==> src/rtl/mul_hilo_pkg.sv <==
// Shared types for the HI/LO multiply unit: FSM states, settle-counter width and product word.
package mul_hilo_pkg;
  typedef enum logic [1:0] {
    IDLE = 2'd0,
    MUL  = 2'd1,
    DONE = 2'd2
  } state_t;

  localparam int CNT_W = 4;

  typedef logic [63:0] prod_t;
endpackage

==> src/rtl/mul_hilo_unit_mul32.sv <==
// Combinational 32x32 -> 64 two's-complement multiplier; zero latency, no flow control.
module MUL32
  import mul_hilo_pkg::*;
(
  input  logic [31:0] a,
  input  logic [31:0] b,
  output prod_t       p
);
  logic signed [63:0] w_a_ext;
  logic signed [63:0] w_b_ext;

  // Sign-extend to 64 bits so the truncated product is exact, including -2^31 * -2^31.
  assign w_a_ext = {{32{a[31]}}, a};
  assign w_b_ext = {{32{b[31]}}, b};
  assign p       = w_a_ext * w_b_ext;
endmodule

==> src/rtl/mul_hilo_unit.sv <==
// HI/LO multiply unit: product lands in hi/lo LATENCY cycles after start; start and MTHI/MTLO ignored while busy.
// Optional per-operation unsigned multiply under `MUL_HILO_UNSIGNED_EN.
module mul_hilo_unit
  import mul_hilo_pkg::*;
#(
  parameter int LATENCY = 2
) (
  input  logic        clk,
  input  logic        nRst,
  input  logic        start,
`ifdef MUL_HILO_UNSIGNED_EN
  input  logic        is_unsigned,
`endif
  input  logic [31:0] a,
  input  logic [31:0] b,
  input  logic        wr_hi,
  input  logic        wr_lo,
  input  logic [31:0] wr_data,
  output logic        busy,
  output logic        done,
  output logic [31:0] hi,
  output logic [31:0] lo
);
  localparam logic [CNT_W-1:0] CNT_LOAD = CNT_W'(LATENCY - 1);

  state_t           r_state;
  state_t           w_state_nxt;
  logic [CNT_W-1:0] r_cnt;
  logic [CNT_W-1:0] w_cnt_nxt;
  logic [31:0]      r_a;
  logic [31:0]      r_b;
  logic             w_accept;
  logic             w_capture;
  logic             w_wr_ok;
  prod_t            w_prod;
  prod_t            w_result;

  always_ff @(posedge clk or negedge nRst) begin
    if (!nRst) begin
      r_state <= IDLE;
      r_cnt   <= '0;
    end else begin
      r_state <= w_state_nxt;
      r_cnt   <= w_cnt_nxt;
    end
  end

  always_comb begin
    w_state_nxt = r_state;
    w_cnt_nxt   = r_cnt;
    w_accept    = 1'b0;
    w_capture   = 1'b0;
    busy        = 1'b0;
    done        = 1'b0;
    case (r_state)
      IDLE: begin
        if (start) begin
          w_accept    = 1'b1;
          w_state_nxt = MUL;
          w_cnt_nxt   = CNT_LOAD;
        end
      end
      MUL: begin
        busy = 1'b1;
        if (r_cnt == '0) begin
          w_capture   = 1'b1;
          w_state_nxt = DONE;
        end else begin
          w_cnt_nxt = r_cnt - 1'b1;
        end
      end
      DONE: begin
        done = 1'b1;
        if (start) begin
          w_accept    = 1'b1;
          w_state_nxt = MUL;
          w_cnt_nxt   = CNT_LOAD;
        end else begin
          w_state_nxt = IDLE;
        end
      end
      default: w_state_nxt = IDLE;
    endcase
  end

  assign w_wr_ok = (r_state != MUL);

  always_ff @(posedge clk or negedge nRst) begin
    if (!nRst) begin
      r_a <= '0;
      r_b <= '0;
    end else if (w_accept) begin
      r_a <= a;
      r_b <= b;
    end
  end

  MUL32 u_mul32 (
    .a (r_a),
    .b (r_b),
    .p (w_prod)
  );

`ifdef MUL_HILO_UNSIGNED_EN
  logic  r_uns;
  prod_t w_corr;

  always_ff @(posedge clk or negedge nRst) begin
    if (!nRst) begin
      r_uns <= 1'b0;
    end else if (w_accept) begin
      r_uns <= is_unsigned;
    end
  end

  // A set MSB was weighted -2^31 by the signed multiplier; adding other<<32 restores +2^31.
  assign w_corr   = (r_a[31] ? {r_b, 32'h0} : 64'h0) + (r_b[31] ? {r_a, 32'h0} : 64'h0);
  assign w_result = r_uns ? (w_prod + w_corr) : w_prod;
`else
  assign w_result = w_prod;
`endif

  // Capture only happens in MUL and writes only outside it, so the two never collide.
  always_ff @(posedge clk or negedge nRst) begin
    if (!nRst) begin
      hi <= '0;
      lo <= '0;
    end else if (w_capture) begin
      {hi, lo} <= w_result;
    end else begin
      if (wr_hi && w_wr_ok) hi <= wr_data;
      if (wr_lo && w_wr_ok) lo <= wr_data;
    end
  end
endmodule

==> config.mk <==
export PLATFORM = sky130hd
export DESIGN_NAME = mul_hilo_unit
export DESIGN_NICKNAME = d
export VERILOG_FILES = /design/src/rtl/mul_hilo_pkg.sv /design/src/rtl/mul_hilo_unit_mul32.sv /design/src/rtl/mul_hilo_unit.sv
export SDC_FILE = /design/constraint.sdc
export NUM_CORES = 2
export LEC_CHECK = 0
export BUFFER_PORTS_ARGS = -buffer_cell sky130_fd_sc_hd__buf_4
export CORE_MARGIN = 2
export CORE_UTILIZATION = 66
export CTS_CLUSTER_SIZE = 40
export DETAILED_ROUTE_END_ITERATION = 12
export GPL_TIMING_DRIVEN = 1
export PLACE_DENSITY = 0.84
export SLEW_MARGIN = 40
export SYNTH_ARGS = -nofsm -noshare
export SYNTH_HDL_FRONTEND = slang
export SYNTH_SLANG_ARGS = --single-unit
==> constraint.sdc <==
create_clock -name clk -period 9.13 [get_ports clk]
set_input_delay 2.2825 -clock clk [delete_from_list [all_inputs] [get_ports clk]]
set_output_delay 2.2825 -clock clk [all_outputs]
set_load 0.03 [all_outputs]
==> flow_metrics.tcl <==
set metrics [dict create \
    outcome "completed" \
    muxShareOfSynthArea 0.001574 \
    grt_overflow 0 \
    syn_inst 4595 \
    yosys_register_bits 134 \
    skew_ns 0.03171 \
    setup_slack_ns 0.4581 \
    die_h_um 256.7 \
    cts_tree "built" \
    worst_ep_arrival_time_ns 9.05 \
    period_needed_ns 8.672 \
    synth_xor_area_frac 0.01414 \
    ios 167 \
    place_congestion 0.9690 \
    end_kind "flop" \
    synth-warning-count 0 \
    drt-total-wl_um 113700 \
    dpl_worst_slack_ns 0.5595 \
    grt_pass1_wl_um 185700 \
    synthAdderAreaFrac 0.5691 \
    fill_cells 4566 \
    ys.flop_type "dfrtp_1" \
    nets 5972 \
    h-tree-depth 4 \
    synth_cell_types 76 \
    clock_path_buffers 2 \
    cts_buffers 17 \
    syn_area_um2 42130 \
    num_rows 92 \
    synth_top_family_by_area "adder cells" \
    clkTransAtPathRegs_ns 0.07 \
    finalMaxSlewViolations 0 \
    syn-num-nets 5963 \
    grt_pass1_vias 34760 \
    hold_viol_final 0 \
    crit_type "reg -> reg" \
    final_common_cell "fa_1" \
    area_delta_synth_final_pct 6.397 \
    synth_area_per_cell_um2 9.169 \
    die_x_um 256.7 \
    synth_simple_gate_area_share 0.1763 \
    antenna_found_initial 2 \
    wl_per_cell_um 20.82 \
    route.detailed.drc 0 \
    rsz0062_at_grt "false" \
    layout_worst_path_cycle_share 0.9498 \
    grt.total_usage 0.3665 \
    finalSetupViolations 0 \
    synthArstFlopShare 1.000 \
    core_um2 63080 \
    slew_headroom 0.3861 \
    vias 32010 \
    cp_max_fo 21 \
    synth-edff-count 0 \
    tightestPinTransition_ns 0.9208 \
    fmax_ghz 0.1153 \
    hp-class "reg -> reg" \
    crit_top_cell "fa_1" \
    holdWs_ns 0.5229 \
    initial_core_util 0.6679 \
    final_cell_mix "fa_1, inv_1, nand2_1, and2_1, buf_4" \
    critPathMaxStageDelay_ns 0.84 \
    drt_iter0_markers 2919 \
    grt_max_degree 106 \
    yosysSeqAreaShare 0.07959 \
    cts_root_buf "clkbuf_16" \
    fin_tns_setup_ns 0 \
    dpl.hpwl_um 93160 \
    worst_setup_path_start_kind "flop" \
    drv_cap 0 \
    clkLatencyLatePin_ns 0.51 \
    io_buffers 166 \
    drive_above_1_share 0.07234 \
    drt_pass1_iterations 6 \
    cts_hold_buf 0 \
    slowest_stage "dfrtp_1" \
    synth_compound_gate_area_share 0.04784 \
    avgViaCountPerCell 5.859 \
    worst_ep_required_time_ns 9.51 \
    drtAntennaViolNets 0 \
    dieArea_um2 65870 \
    cts.sinks 134 \
]
## metrics by stage
stage                     cells  instance area (µm²)  utilization
after floorplan            4595                42130            -
after global placement     5428                44060       0.6985
after detailed placement   5428                44110       0.6993
after CTS                  5460                44790       0.7100
after global routing       5463                44820       0.7106
final                      5464                44830       0.7106
## final timing paths
| path | start | end | slack, ns | depth (start not counted) |
|---|---|---|---|---|
| hold reg to reg | lo[21] | lo[21] | 0.52 | 2 |
| min in group asynchronous | nRst | r_b[1] | 1.79 | 1 |
| setup / recovery | r_b[6] | hi[31] | 0.46 | 27 |
| max in group asynchronous | nRst | hi[28] | 6.13 | 2 |
| setup reg to reg | r_b[6] | hi[31] | 0.46 | 27 |
| hold / removal | lo[21] | lo[21] | 0.52 | 2 |
## routing by layer
metal | vias up | track usage | routed length, µm | share of wire
met3 | 435 | 0.06752 | 10840 | 0.095
met2 | 1837 | 0.6029 | 56100 | 0.49
met1 | 16360 | 0.4718 | 40180 | 0.35
li1 | 13380 | - | - | -
met4 | 0 | 0.1818 | 6618 | 0.058
met5 | - | 0 | 0 | 0
## cells by family after synthesis
group / count (synthesis)
muxes: 6
DFF: 134
adders and majority gates: 1267
AOI/OAI and AO/OA: 307
xor gates and xnor gates: 68
buffers and inverters: 1246
and+or+nand+nor: 1567
## Yosys cell counts (all sizes together) (9+ instances only)
library cell	instances	area [µm²]
fa	1082	21660
xnor2	38	332.8
o21ai	53	269.0
o21a	9	67.56
buf	15	75.06
ha	185	2315
a21o	37	277.8
a31oi	49	306.5
nor3	19	100.1
nand2	849	3189
a21oi	80	404.1
nand4	15	93.84
nor2	96	360.4
a22oi	11	82.58
xor2	30	262.8
nand3	12	60.06
o31ai	10	93.84
nand2b	14	87.58
and2	508	3178
or3	12	80.08
inv	990	3716
clkbuf	240	902.1
and3	21	131.4
o211ai	10	75.07
dfrtp	134	3353
## worst max-delay path: cells and delay by family (launching register included)
kind,cells,cell delay (ns)
AND/OR/NAND/NOR,8,1.80
adder cells (fa/ha/maj),9,4.42
flip-flops,1,0.84
AO/OA/AOI/OAI,2,0.29
buffers and inverters,8,1.23
## flip-flops by register name, indices dropped and copies added (netlist names)
| register | count |
|---|---|
| lo | 32 |
| r_a | 32 |
| r_b | 32 |
| hi | 32 |
| r_state | 2 |
| r_cnt | 4 |
## timing repair
| item | 4_1_cts | 5_1_grt |
|---|---|---|
| gates resized for setup | 0 | 2 |
| buffers inserted | 0 | 3 |
| setup endpoints to repair | 0 | 1 |
## cell type report
type / instances / area [µm²] / share of cell area
tap: 846 / 1059 / 0.02361
inverter: 991 / 3724 / 0.08307
clock inverter: 15 / 254.0 / 0.005666
multi-input combinational: 3215 / 34110 / 0.7610
sequential: 134 / 3391 / 0.07564
antenna: 1 / 2.502 / 0.00005582
clock buffer: 17 / 425.4 / 0.009490
timing repair buffer: 245 / 1859 / 0.04148
Power is not shown: default switching activity piles up to over one toggle a cycle in this logic, so the estimate is an artifact.
